<file path="src/rtl/matrix_load_ctrl.sv">
// matrix_load_ctrl
//   Receives a framed byte stream (header byte, then DIM*DIM bytes of matrix A,
//   then DIM*DIM bytes of matrix B, both row-major), writes each element into
//   matrix memory, starts the multiplier and waits for it to finish. A load is
//   abandoned when no byte arrives for TIMEOUT cycles.
//
// Ports
//   clk, rst   clock; asynchronous active-high reset
//   rx_data    received byte
//   rx_valid   one byte delivered per high cycle
//   mm_done    multiplier finished (single-cycle pulse)
//   wr_en      matrix memory write strobe (one cycle per accepted byte)
//   wr_sel     0 = matrix A, 1 = matrix B (held between writes)
//   wr_addr    row-major element index (held between writes)
//   wr_data    element value (held between writes)
//   mm_start   single-cycle multiplier start pulse
//   busy       high in every state except IDLE
//   hdr_err    pulse: non-header byte received while idle
//   timeout    pulse: load aborted on idle gap
//   overrun    pulse: byte dropped while starting/waiting on the multiplier
module matrix_load_ctrl #(
  parameter int unsigned DIM     = 4,
  parameter logic [7:0]  HDR     = 8'hA5,
  parameter int unsigned TIMEOUT = 1000,
  localparam int unsigned IDX_W  = (DIM * DIM > 1) ? $clog2(DIM * DIM) : 1
) (
  input  logic             clk,
  input  logic             rst,
  input  logic [7:0]       rx_data,
  input  logic             rx_valid,
  input  logic             mm_done,
  output logic             wr_en,
  output logic             wr_sel,
  output logic [IDX_W-1:0] wr_addr,
  output logic [7:0]       wr_data,
  output logic             mm_start,
  output logic             busy,
  output logic             hdr_err,
  output logic             timeout,
  output logic             overrun
);

  localparam logic [IDX_W-1:0] LAST_IDX  = IDX_W'(DIM * DIM - 1);
  localparam logic [15:0]      GAP_LIMIT = 16'(TIMEOUT);

  typedef enum logic [2:0] {
    IDLE,
    LOAD_A,
    LOAD_B,
    START,
    WAIT_MM
  } state_t;

  state_t           state, state_d;
  logic [IDX_W-1:0] idx, idx_d;
  logic [15:0]      gap, gap_d;
  logic [15:0]      gap_inc;

  logic             wr_en_d, wr_sel_d;
  logic [IDX_W-1:0] wr_addr_d;
  logic [7:0]       wr_data_d;
  logic             mm_start_d, hdr_err_d, timeout_d, overrun_d;

  assign gap_inc = gap + 16'd1;
  assign busy    = (state != IDLE);

  always_ff @(posedge clk or posedge rst) begin
    if (rst) begin
      state    <= IDLE;
      idx      <= '0;
      gap      <= '0;
      wr_en    <= 1'b0;
      wr_sel   <= 1'b0;
      wr_addr  <= '0;
      wr_data  <= '0;
      mm_start <= 1'b0;
      hdr_err  <= 1'b0;
      timeout  <= 1'b0;
      overrun  <= 1'b0;
    end else begin
      state    <= state_d;
      idx      <= idx_d;
      gap      <= gap_d;
      wr_en    <= wr_en_d;
      wr_sel   <= wr_sel_d;
      wr_addr  <= wr_addr_d;
      wr_data  <= wr_data_d;
      mm_start <= mm_start_d;
      hdr_err  <= hdr_err_d;
      timeout  <= timeout_d;
      overrun  <= overrun_d;
    end
  end

  always_comb begin
    state_d    = state;
    idx_d      = idx;
    gap_d      = gap;
    wr_en_d    = 1'b0;
    wr_sel_d   = wr_sel;
    wr_addr_d  = wr_addr;
    wr_data_d  = wr_data;
    mm_start_d = 1'b0;
    hdr_err_d  = 1'b0;
    timeout_d  = 1'b0;
    overrun_d  = 1'b0;

    case (state)
      IDLE: begin
        if (rx_valid) begin
          if (rx_data == HDR) begin
            state_d = LOAD_A;
            idx_d   = '0;
            gap_d   = '0;
          end else begin
            hdr_err_d = 1'b1;
          end
        end
      end

      LOAD_A, LOAD_B: begin
        // An arriving byte takes priority over the gap limit, so a byte in the
        // cycle the limit would be hit is still written.
        if (rx_valid) begin
          wr_en_d   = 1'b1;
          wr_sel_d  = (state == LOAD_B);
          wr_addr_d = idx;
          wr_data_d = rx_data;
          gap_d     = '0;
          if (idx == LAST_IDX) begin
            idx_d   = '0;
            state_d = (state == LOAD_A) ? LOAD_B : START;
          end else begin
            idx_d = idx + IDX_W'(1);
          end
        end else if (gap_inc == GAP_LIMIT) begin
          state_d   = IDLE;
          idx_d     = '0;
          gap_d     = '0;
          timeout_d = 1'b1;
        end else begin
          gap_d = gap_inc;
        end
      end

      START: begin
        mm_start_d = 1'b1;
        overrun_d  = rx_valid;
        state_d    = WAIT_MM;
      end

      WAIT_MM: begin
        overrun_d = rx_valid;
        if (mm_done) begin
          state_d = IDLE;
        end
      end

      default: begin
        state_d = IDLE;
      end
    endcase
  end

endmodule

</file>
<file path="config.mk">
export PLATFORM = sky130hd
export DESIGN_NAME = matrix_load_ctrl
export DESIGN_NICKNAME = d
export VERILOG_FILES = /design/src/rtl/matrix_load_ctrl.sv
export SDC_FILE = /design/constraint.sdc
export NUM_CORES = 1
export LEC_CHECK = 0
export CAP_MARGIN = 20
export CELL_PAD_IN_SITES_DETAIL_PLACEMENT = 1
export CELL_PAD_IN_SITES_GLOBAL_PLACEMENT = 2
export CORE_MARGIN = 3
export CORE_UTILIZATION = 40
export DETAILED_ROUTE_END_ITERATION = 10
export DONT_BUFFER_PORTS = 1
export GPL_TIMING_DRIVEN = 0
export PLACE_DENSITY = 0.79
export SLEW_MARGIN = 5
export SYNTH_ARGS = -nofsm -noshare
export SYNTH_HDL_FRONTEND = slang
export SYNTH_SLANG_ARGS = --single-unit
</file>
<file path="constraint.sdc">
create_clock -name clk -period 3.4 [get_ports clk]
set_input_delay 0 -clock clk [delete_from_list [all_inputs] [get_ports clk]]
set_output_delay 0 -clock clk [all_outputs]
set_load 0.01 [all_outputs]
</file>
# Word-level counts from Yosys, hierarchy flattened
# Index checks and enable logic that the tools add are counted.
# totals
register_bits,41
latch_bits,0
mem_bits_rw,0
mem_bits_ro,0
inputBits,12
out_inout_bits,19
word_cells,63
memories,0
# op_classes
addsub,2
multipliers,0
n_div,0
magnitude_cmp,0
eq_ne,12
shifts,0
muxes,29
bitwise,0
reduce_logical,9
# op_table
operator,n
two-way mux 16 bit,4
case mux 16 bit (2 select lines),1
two-way mux 4 bit,5
two-way mux 3 bit,6
adder 16 x 1 -> 16 bit (second input constant),1
== test 16 x 10 -> 1 bit (second input constant),1
case mux 3 bit (4 select lines),1
two-way mux 1 bit,11
== test 8 bit (second input constant),1
case mux 4 bit (2 select lines),1
== test 3 x 2 -> 1 bit (second input constant),2
inequality test 2 bit (second input constant),3
inequality test 3 bit (second input constant),2
AND reduction 5 bit,1
adder 4 x 1 -> 4 bit (second input constant),1
== test 4 bit (second input constant),1
AND reduction 4 bit,1
OR reduction 2 bit,2
== test 3 x 1 -> 1 bit (second input constant),1
== test 3 bit (second input constant),1
zero test 3 bit,1
AND reduction 3 bit,1
nonzero test 3 bit,1
AND reduction 2 bit,1
nonzero test 2 bit,1

# Longest topological paths before layout
# Gate-level depths: netlist of the first run.
# depth
ltp_word,5
mapped_depth,9
ltp_nobuf,7

# Least setup slack after synthesis of the first run
# Ideal clock, no wire load.
# synth_timing
kind,register to register
startpoint,reg gap[13]
endpoint,reg gap[8]
setup_time_ns,0.121
arrival_ns,2.227
t_required_ns,3.279
path_slack_ns,1.052
path_stages_with_launch,8
n_path_buf,1
period_less_slack_ns,2.348
cell_sequence,dfrtp_1 > or4b_1 > or4b_1 > a221oi_2 > o22ai_1 > buf_6 > a21o_1 > a22o_1
# synth_via
elab_chain_len,5
# synth_rtl
element,line,rtl
from (decl),56,"logic [15:0] gap, gap_d;"
from (signal assigned),83,gap <= gap_d;
adder 16 x 1 -> 16 bit,64,assign gap_inc = gap + 16'd1;
== test 16 x 10 -> 1 bit,136,end else if (gap_inc == GAP_LIMIT) begin
two-way mux 16 bit,136,
two-way mux 16 bit,124,if (rx_valid) begin
case mux 16 bit (2 select lines),108,case (state)
# Every way passes these cells.
# A chain may end at the register's enable or synchronous reset.

# Worst setup path in the final report of the first run
# layout_timing
startpoint,reg gap[13]
endpoint,reg idx[0]
# layout_via
elab_chain_len,4
# layout_rtl
element,line,rtl
adder 16 x 1 -> 16 bit,64,
== test 16 x 10 -> 1 bit,136,
inequality test 3 bit (no line),n/a,
AND reduction 4 bit (no line),n/a,
to (signal assigned),82,idx <= idx_d;
to (decl),55,"logic [IDX_W-1:0] idx, idx_d;"
# Every way passes these cells.

==> flow_summary.toml, run 1 <==
[outcome]
status = "completed"

[placement]
place.gp.congestion = 0.822
hpwlAfterDp_um = 3560
preCtsSetupSlack_ps = 801
place.port_buffers = 0

[synthesis]
postSynthAreaPerCell_um2 = 10.2
yosys-top-cells-area = "dfrtp_1 50%, mux2_1 6.6%, nand2_1 3.6%"
postSynthNetCount = 216
yosysWarningCount = 0
ys_async_sr_fraction_pct = 100
yosys_register_bits = 41
synth_edf_count = 0
post-synth-top-area-cell = "dfrtp_1"
post_synth_inst_count = 202
yosysUniqueCellTypes = 49
netlist.area_leader.share_pct = 49.8
synth_sequential_area_ratio_pct = 49.8
ys.flop_type = "dfrtp_1"
syn-cell-area_mm2 = 0.00206
synth.most_common_cell = "dfrtp_1"
synth_commonest_cells = "41 x dfrtp_1, 20 x nand2_1, 14 x nor2_1, 12 x mux2_1, 12 x nand3_1"

[finish]
fillerInstances = 550
final_net_count = 234
antennaDiodeCount = 0
syn_to_final_growth_pct = 14.4
register_area_mm2 = 0.00103
multi_input_area_um2 = 962
final_layout_size_suffix_gt1_share_pct = 8.18

[floorplanning]
std_cell_rows = 25
core_region_area_mm2 = 0.00485
floorplan.initialDensity_pct = 42.5
design.die.area_mm2 = 0.00605
fp.dieH_um = 77.8
ios = 31
chipWidth_um = 77.8

[sta]
slew_viol_final = 0
period_needed_ps = 2600
max_freq_mhz = 385
worstMarginPinSlew_ps = 889
setup_ws_ps = 801
final_min_period_over_clock_period_pct = 76.5
final_hold_vio_count = 0
clock_tree_skew_after_final_layout_ps = 8.80
timing.hold.ws_ps = 10.0
setup_viol = 0
normalized_max_slew_margin_pct = 40.3
rsz_0062_raised_after_global_routing = "no"
final_sum_of_negative_setup_slack_ps = 0

[routing]
finalWirelength_um = 5150
drt-wirelength-per-cell_um = 17.9
ant_nets = 0
drc = 0
drt-vias-per-instance = 5.78
dr.pass1.iters = 4
dr_total_vias = 1659
drt_iter0_drc = 57

[pwr]
switching_share_pct = 21.5
switchingPower_mw = 0.199
power-per-cell-area_mw_per_mm2 = 391
power_report.internal_total_mw = 0.724
power.static_leakage_nw = 1.06
power.share.sequential_pct = 54.7
power.total_mw = 0.922
largest_vdd_supply_drop_uv = 183
power_frac_clock_pct = 41.6
power.combinational.fraction_pct = 3.7

[worst_setup_path]
setup.worst_path.end_class = "register"
slowest_cell_on_crit_path = "or4b_1"
setup.worst_path.class = "reg2reg"
crit_path_dat_ps = 2780
worstSetupStartpointType = "register"
timing.critical_path.slowest_cell_delay_ps = 530
critical_path_required_ps = 3580
worstPathCellList = "or4b_1 -> or4b_1 -> a221oi_2 -> o22ai_1 -> nand2b_1 -> mux2_2"
critical_path.max_fanout = 7
critPathMostFrequentCell = "or4b_1"

[clocking]
maximum_root_to_sink_buffer_count = 2
path_clk_slew_ps = 80
tritoncts.num_buffers = 5
clock_sink_count = 41
cts_tree = "yes"
root_buffer = "clkbuf_8"
clock_insertion_delay_worst_skew_ps = 300
cts_htree_levels = 2

[global_routing]
pin_count_of_the_biggest_net_entering_global_routing = 42
grt_pass1_wl_um = 8980
grt_overflow = 0
gr_util_all_layers_pct = 18.7
grt_antenna_before_repair = 0
grt_pass1_vias = 1814

[flow_run]
max-cap-violations = 0

[worst_hold_path]
hold_path_class = "in2reg"
-- critical path, delay by kind of cell (launching register included) --
family / cells / cell delay [ps]
simple gates: 3 / 1280
flops: 1 / 480
compound gates: 2 / 400
mux: 1 / 320
-- metal layers --
metal	part of all wire (%)	global-route usage, %	up-vias
met5	0	0	-
met1	44	22.4	844
met4	2.1	8.19	0
met3	2.3	4.18	11
met2	52	32.1	25
li1	-	-	779
-- power by group through the flow --
stage / Clock, mW / Sequential [mW] / Combinational (mW)
2_1_floorplan: 0 / 0.511 / 0.0191
3_3_place_gp: 0 / 0.514 / 0.0231
3_5_place_dp: 0 / 0.514 / 0.0246
4_1_cts: 0.394 / 0.504 / 0.0351
5_1_grt: 0.417 / 0.506 / 0.0394
6_report: 0.383 / 0.505 / 0.0340
-- through the flow --
| step | std cells | cell area, um2 | util [%] |
|---|---|---|---|
| after global placement | 269 | 2150 | 44.3 |
| final | 287 | 2360 | 48.7 |
| after global routing | 287 | 2360 | 48.7 |
| after detailed placement | 269 | 2150 | 44.3 |
| after CTS | 287 | 2360 | 48.7 |
| after floorplan | 202 | 2060 | - |
-- registers in the layout, summed over array words and instances, names as in the netlist --
name      flops
wr_en         1
hdr_err       1
wr_addr       4
wr_data       8
idx           4
timeout       1
mm_start      1
wr_sel        1
gap          16
state         3
overrun       1
-- placed cells by master, fill, tap and decap left out, types with 7 or more instances in the layout --
| cell | count |
|---|---|
| nor2_1 | 14 |
| dlygate4sd3_1 | 11 |
| a21oi_1 | 8 |
| o21ai_1 | 11 |
| a22o_1 | 7 |
| nand3_1 | 12 |
| dfrtp_1 | 41 |
| mux2_1 | 12 |
| nand2_1 | 20 |
-- logic make-up after synthesis --
logic type / synth area share [%]
AND/OR/NAND/NOR: 19.4
multiplexers: 7.10
flip-flops: 49.8
XOR/XNOR: 1.70
buffers and inverters: 3.58
adder cells (fa/ha/maj): 1.21
AO/OA/AOI/OAI: 17.3
-- worst paths after layout --
kind	start	to	slack, ps	cells past startpoint
setup / recovery	gap[13]	idx[0]	800	6
hold reg to reg	gap[15]	gap[15]	490	1
setup reg to reg	gap[13]	idx[0]	800	6
min in group asynchronous	rst	gap[1]	340	2
hold / removal	rx_valid	gap[11]	10	3
max in group asynchronous	rst	gap[6]	2530	2
-- repair_timing --
action | 4_1_cts | 5_1_grt
hold buffers | 11 | 0
hold endpoints to repair | 55 | 0
setup buffers | 0 | 0
gates resized for setup | 0 | 0
-- layout make-up --
type / instances / area share, %
buffer: 10 / 2.33
timing repair buffer: 11 / 4.67
multi-input combinational: 146 / 40.8
sequential: 41 / 43.5
inverter: 5 / 0.795
tap: 67 / 3.55
clock buffer: 5 / 2.92
clock inverter: 2 / 1.48
Note: power is estimated with default switching activity, not from simulation.
==> inputs of run 2 (changes only) <==
--- a/config.mk
+++ b/config.mk
@@ -9,11 +9,11 @@
 export CELL_PAD_IN_SITES_DETAIL_PLACEMENT = 1
 export CELL_PAD_IN_SITES_GLOBAL_PLACEMENT = 2
 export CORE_MARGIN = 3
-export CORE_UTILIZATION = 40
+export CORE_UTILIZATION = 36
 export DETAILED_ROUTE_END_ITERATION = 10
 export DONT_BUFFER_PORTS = 1
 export GPL_TIMING_DRIVEN = 0
-export PLACE_DENSITY = 0.79
+export PLACE_DENSITY = 0.76
 export SLEW_MARGIN = 5
 export SYNTH_ARGS = -nofsm -noshare
 export SYNTH_HDL_FRONTEND = slang
==> constraint.sdc (replaced) <==
create_clock -name clk -period 2.1 [get_ports clk]
set_input_delay 0 -clock clk [delete_from_list [all_inputs] [get_ports clk]]
set_output_delay 0 -clock clk [all_outputs]
set_load 0.01 [all_outputs]
==> run 2 against run 1 <==
  * The flow now finishes with violations (setup timing)
  * Wire length increased by 10%
  * Clock skew is 4.4 ps lower
  * Final cell count grew 3.1%
  * Count of clock-buffer cells in the layout did not move
  * Sequential power is 62% higher
  * Register-to-register slack worse by 1100 ps
  * Die area is 10% higher
  * Largest cell class unchanged
  * Largest power group unchanged
==> flow_summary.toml, run 2 (synthesis results as in run 1) <==
[worst_setup_path]
timing.reg2reg.setup_slack_ps = -340
setup.worst_path.end_class = "register"
worstSetupStartpointType = "register"
critical_path.max_fanout = 10
crit_path_dat_ps = 2610
critical_path_required_ps = 2270
r2r-start = "gap[10]"
crit-reg2reg-capture = "state[0]"
setup.worst_path.class = "reg2reg"
ff2ff_path_depth = 8

[outcome]
status = "finished, violations left"
violations = "setup timing"

[finish]
final_cells = 296
max_reg_flops = 16
finalInstanceArea_mm2 = 0.00248
fillerInstances = 608
fin_util_pct = 46.4
antennaDiodeCount = 0
syn_to_final_growth_pct = 20.1
multi_input_area_mm2 = 0.00103
final_net_count = 239
final_layout_size_suffix_gt1_share_pct = 18.1
commonest_non_fill_non_tap_cell_in_the_layout = "dfrtp_1"
largestRegisters = "gap: 16 flops, wr_data: 8 flops"
registers.top_by_ff_count = "gap"
final_cell_mix = "37 x dfrtp_1, 20 x nand2_1, 13 x nor2_1, 12 x mux2_1, 12 x dlygate4sd3_1"
register_area_mm2 = 0.00103

[worst_hold_path]
worstHoldPathCells = 4
hp-start = "rx_data[2]"
hold-path-endpoint = "state[0]"
hold_path_class = "in2reg"

[sta]
normalized_max_slew_margin_pct = 43.0
final_hold_vio_count = 0
period_needed_ps = 2440
rsz_0062_raised_after_global_routing = "yes"
clock_tree_skew_after_final_layout_ps = 4.38
final_sum_of_negative_setup_slack_ps = -4750
final_min_period_over_clock_period_pct = 116
setup_viol = 18
slew_viol_final = 0
timing.hold.ws_ps = 104
max_freq_mhz = 410
setup_ws_ps = -339
worstMarginPinSlew_ps = 853

[floorplanning]
ios = 31
floorplan.initialDensity_pct = 38.6
chipWidth_um = 81.7
core_region_area_mm2 = 0.00534
fp.dieH_um = 81.7
std_cell_rows = 26
design.die.area_mm2 = 0.00667

[routing]
wl_met2_um = 2950
dr_total_vias = 1741
drt-wirelength-per-cell_um = 19.2
drc = 0
finalWirelength_um = 5680
drt_iter0_drc = 77
drt-vias-per-instance = 5.88
dr.pass1.iters = 4
met3WireLength_um = 220
maxUsedRoutingLayer = "met4"
ant_nets = 0
detail_route.wirelength.met1_um = 2410

[placement]
place.port_buffers = 0
hpwlAfterDp_um = 3640
place_area_mm2 = 0.00216
preCtsSetupSlack_ps = -388
placed_cells_incl_taps = 272
place.gp.congestion = 0.911

[flow_run]
max-cap-violations = 0

[pwr]
power-per-cell-area_mw_per_mm2 = 561
largest_vdd_supply_drop_uv = 224
power.static_leakage_nw = 1.11
power.total_mw = 1.39

[clocking]
clock_sink_count = 41
path_clk_slew_ps = 80
root_buffer = "clkbuf_8"
tritoncts.num_buffers = 5
maximum_root_to_sink_buffer_count = 2
clock_insertion_delay_worst_skew_ps = 290
cts_htree_levels = 2
cts_tree = "yes"

[global_routing]
gr_util_all_layers_pct = 17.7
grt_antenna_before_repair = 0
pin_count_of_the_biggest_net_entering_global_routing = 42
grt_pass1_vias = 1817
grt_pass1_wl_um = 9000
grt_overflow = 0
[run 2: cell count changes in the layout (fill, tap and decap cells not counted), sizes merged]
cell,change
buf,+6
clkbuf,-2
clkinv,+1
bufinv,-1
clkinvlp,+1
dlygate4sd3,+1
[run 2: routing by layer]
layer,global-route usage [%],vias to the layer above
li1,-,794
met5,0,-
met3,3.07,13
met4,4.49,0
met2,32.7,40
met1,21.1,894
[run 2: timing repair]
item	in CTS	in global routing
hold buffers	11	1
setup buffers	5	1
endpoints found under the setup margin	24	27
gates cloned	1	0
pin swaps	2	3
resized for setup	9	13
endpoints found under the hold margin	55	4
[run 2: worst max path at each step]
stage / start / endpoint / slack (ps) / cells after the start
global route: gap[6] / state[0] / -410 / 9
detailed placement: gap[13] / state[0] / -390 / 8
global placement: gap[13] / state[0] / -350 / 8
finish: gap[10] / state[0] / -340 / 8
floorplan: gap[13] / gap[8] / -160 / 7
CTS: gap[10] / state[0] / -300 / 8
[run 2: report_power, final]
part / internal (mW) / leakage (nW) / switching [mW] / total, mW
Clock: 0.230 / 0.0439 / 0.281 / 0.510
Combinational: 0.0310 / 0.505 / 0.0325 / 0.0635
Sequential: 0.801 / 0.558 / 0.0161 / 0.817
Total: 1.06 / 1.11 / 0.329 / 1.39
[run 2: worst max-delay path, stage by stage (launching register included)]
cell      delay, ps
dfrtp_1         410
or4b_1          510
or4b_4          510
a221oi_4        260
o22ai_4         130
buf_6           160
buf_8           140
o21ai_1         110
o41ai_1          80
[run 2: area by class of cell]
| type | count | share of cell area (%) |
|---|---|---|
| well taps | 70 | 3.54 |
| inverters | 5 | 0.758 |
| repair buffers | 18 | 6.82 |
| clock buffers | 5 | 2.78 |
| flip-flops and latches | 41 | 41.6 |
| multi-input cells | 146 | 41.6 |
| clock inverters | 3 | 0.707 |
| plain buffers | 8 | 2.17 |
==> inputs of run 3 (changes only) <==
--- a/config.mk
+++ b/config.mk
@@ -9,11 +9,12 @@
 export CELL_PAD_IN_SITES_DETAIL_PLACEMENT = 1
 export CELL_PAD_IN_SITES_GLOBAL_PLACEMENT = 2
 export CORE_MARGIN = 3
-export CORE_UTILIZATION = 36
+export CORE_UTILIZATION = 37
+export CTS_BUF_LIST = sky130_fd_sc_hd__clkbuf_4 sky130_fd_sc_hd__clkbuf_8
 export DETAILED_ROUTE_END_ITERATION = 10
 export DONT_BUFFER_PORTS = 1
 export GPL_TIMING_DRIVEN = 0
-export PLACE_DENSITY = 0.76
+export PLACE_DENSITY = 0.77
 export SLEW_MARGIN = 5
 export SYNTH_ARGS = -nofsm -noshare
 export SYNTH_HDL_FRONTEND = slang
==> run 3 against run 2 <==
  * The flow still finishes with violations (setup timing)
  * Critical path depth fell by 1
  * Die area fell by 2.5%
  * Combinational power rose by 31%
  * Largest cell class is now multi-input combinational cells
  * Via count fell by 0.75%
  * Power rose by 13%
  * Non-clock buffer count rose by 5
  * Global-route usage rose by 1.5 points
  * Largest power group unchanged
  * Critical path type unchanged
  * Critical endpoint is now gap[9]
==> flow_summary.toml, run 3 (synthesis results as in run 1) <==
[pwr]
power.share.sequential_pct = 52.0
power_report.internal_total_mw = 1.23
largest_vdd_supply_drop_uv = 296
switchingPower_mw = 0.335
switching_share_pct = 21.4
power.combinational.fraction_pct = 5.3
power_frac_clock_pct = 42.7
power.static_leakage_nw = 1.21
power-per-cell-area_mw_per_mm2 = 597

[global_routing]
gr_util_all_layers_pct = 19.1
grt_overflow = 0
grt_antenna_before_repair = 0
pin_count_of_the_biggest_net_entering_global_routing = 42
grt_pass1_vias = 1854
grt_pass1_wl_um = 9510

[placement]
place.gp.congestion = 0.873
place_area_mm2 = 0.00216
placed_cells_incl_taps = 272
hpwlAfterDp_um = 3700
place.port_buffers = 0

[sta]
final_hold_vio_count = 0
worstMarginPinSlew_ps = 853
slew_viol_final = 0
rsz_0062_raised_after_global_routing = "yes"
normalized_max_slew_margin_pct = 43.1
setup_ws_ps = -342
clock_tree_skew_after_final_layout_ps = 7.89
setup_viol = 19
final_min_period_over_clock_period_pct = 116
period_needed_ps = 2440
final_sum_of_negative_setup_slack_ps = -5200
max_freq_mhz = 410

[floorplanning]
std_cell_rows = 26
core_region_area_mm2 = 0.00524
ios = 31
fp.dieH_um = 80.7
floorplan.initialDensity_pct = 39.4
design.die.area_mm2 = 0.00650
chipWidth_um = 80.7

[routing]
drt-wirelength-per-cell_um = 18.8
ant_nets = 0
drc = 0
dr_total_vias = 1728
finalWirelength_um = 5670
drt-vias-per-instance = 5.74
dr.pass1.iters = 4
drt_iter0_drc = 72

[clocking]
cts_htree_levels = 2
path_clk_slew_ps = 80
maximum_root_to_sink_buffer_count = 2
root_buffer = "clkbuf_8"
tritoncts.num_buffers = 5
clock_sink_count = 41
clock_insertion_delay_worst_skew_ps = 290
cts_tree = "yes"

[worst_setup_path]
slowest_cell_on_crit_path = "or4b_4"
setup.worst_path.class = "reg2reg"
critical-path-top-delay-family = "simple AND/OR/NAND/NOR gates"
crit_path_dat_ps = 2620
setup.worst_path.end_class = "register"
ff2ff_path_depth = 7
critical_path.max_fanout = 6
worstSetupStartpointType = "register"
critical_path_cell_count = 7
timing.critical_path.slowest_cell_delay_ps = 530
critPathMostFrequentCell = "or4b_4"
critical_path.n_buffers_inverters = 2
critical_path_required_ps = 2270
worstPathCellList = "or4b_4 -> or4b_4 -> a221oi_4 -> o22ai_2 -> buf_6 -> buf_8 -> a22o_1"

[finish]
fin_util_pct = 50.0
syn_to_final_growth_pct = 27.1
final_net_count = 244
commonest_non_fill_non_tap_cell_in_the_layout = "dfrtp_1"
finalInstanceArea_mm2 = 0.00262
final_cell_mix = "38 x dfrtp_1, 17 x nand2_1, 12 x nor2_1, 12 x mux2_1, 12 x dlygate4sd3_1"
largestRegisters = "gap: 16 flops, wr_data: 8 flops"
registers.top_by_ff_count = "gap"
final_cells = 301
max_reg_flops = 16
final_layout_size_suffix_gt1_share_pct = 24.2
antennaDiodeCount = 0

[flow_run]
max-cap-violations = 0

[outcome]
status = "finished, violations left"
violations = "setup timing"

[worst_hold_path]
worstHoldPathCells = 4
hold_path_class = "in2reg"
run 3: layout make-up:
| class | count | area [um2] |
|---|---|---|
| plain buffers | 9 | 57.6 |
| multi-input cells | 146 | 1080 |
| repair buffers | 22 | 223 |
| fillers | 572 | 2620 |
| clock buffers | 6 | 82.6 |
| flip-flops and latches | 41 | 1030 |
| clock inverters | 2 | 37.5 |
| well taps | 70 | 87.6 |
| inverters | 5 | 18.8 |
run 3: path summary, 6_finish.rpt:
kind	end	start	slack, ps
min in group asynchronous	gap[0]	rst	340
min	state[0]	rx_data[2]	110
max	gap[9]	gap[13]	-340
max reg2reg	gap[9]	gap[13]	-340
max in group asynchronous	gap[13]	rst	1170
min reg2reg	gap[15]	gap[15]	500
run 3: worst register-to-register path, stage by stage (launching register included):
cell      delay (ps)
dfrtp_2          420
or4b_4           530
or4b_4           510
a221oi_4         230
o22ai_2          150
buf_6            170
buf_8            140
a22o_1           190
run 3: per-stage QoR:
step           power, mW  hold slack (ps)  setup WS, ps
6_report            1.57              113          -342
3_5_place_dp       0.873              110          -378
3_3_place_gp       0.870              138          -367
2_1_floorplan      0.860              135          -159
5_1_grt             1.63              136          -429
4_1_cts             1.57             6.25          -360
run 3: repair_timing:
item / 4_1_cts / 5_1_grt
hold buffers: 11 / 1
setup buffers: 9 / 5
pin swaps: 9 / 4
cloned: 2 / 0
endpoints found under the setup margin: 24 / 29
hold endpoints to repair: 55 / 3
resized for setup: 24 / 18
run 3: metal layers:
| layer | GRT usage, % | part of all wire (%) |
|---|---|---|
| met1 | 23.3 | 43 |
| met2 | 33.6 | 51 |
| met3 | 3.36 | 3.4 |
| met4 | 6.76 | 2.3 |
| met5 | 0 | 0 |
run 3: power groups by stage:
| stage | sequential, mW | combinational [mW] | clock (mW) |
|---|---|---|---|
| after floorplan | 0.828 | 0.0316 | 0 |
| after global placement | 0.831 | 0.0387 | 0 |
| after detailed placement | 0.832 | 0.0412 | 0 |
| after CTS | 0.817 | 0.0646 | 0.685 |
| after global routing | 0.817 | 0.0918 | 0.723 |
| final | 0.815 | 0.0830 | 0.668 |
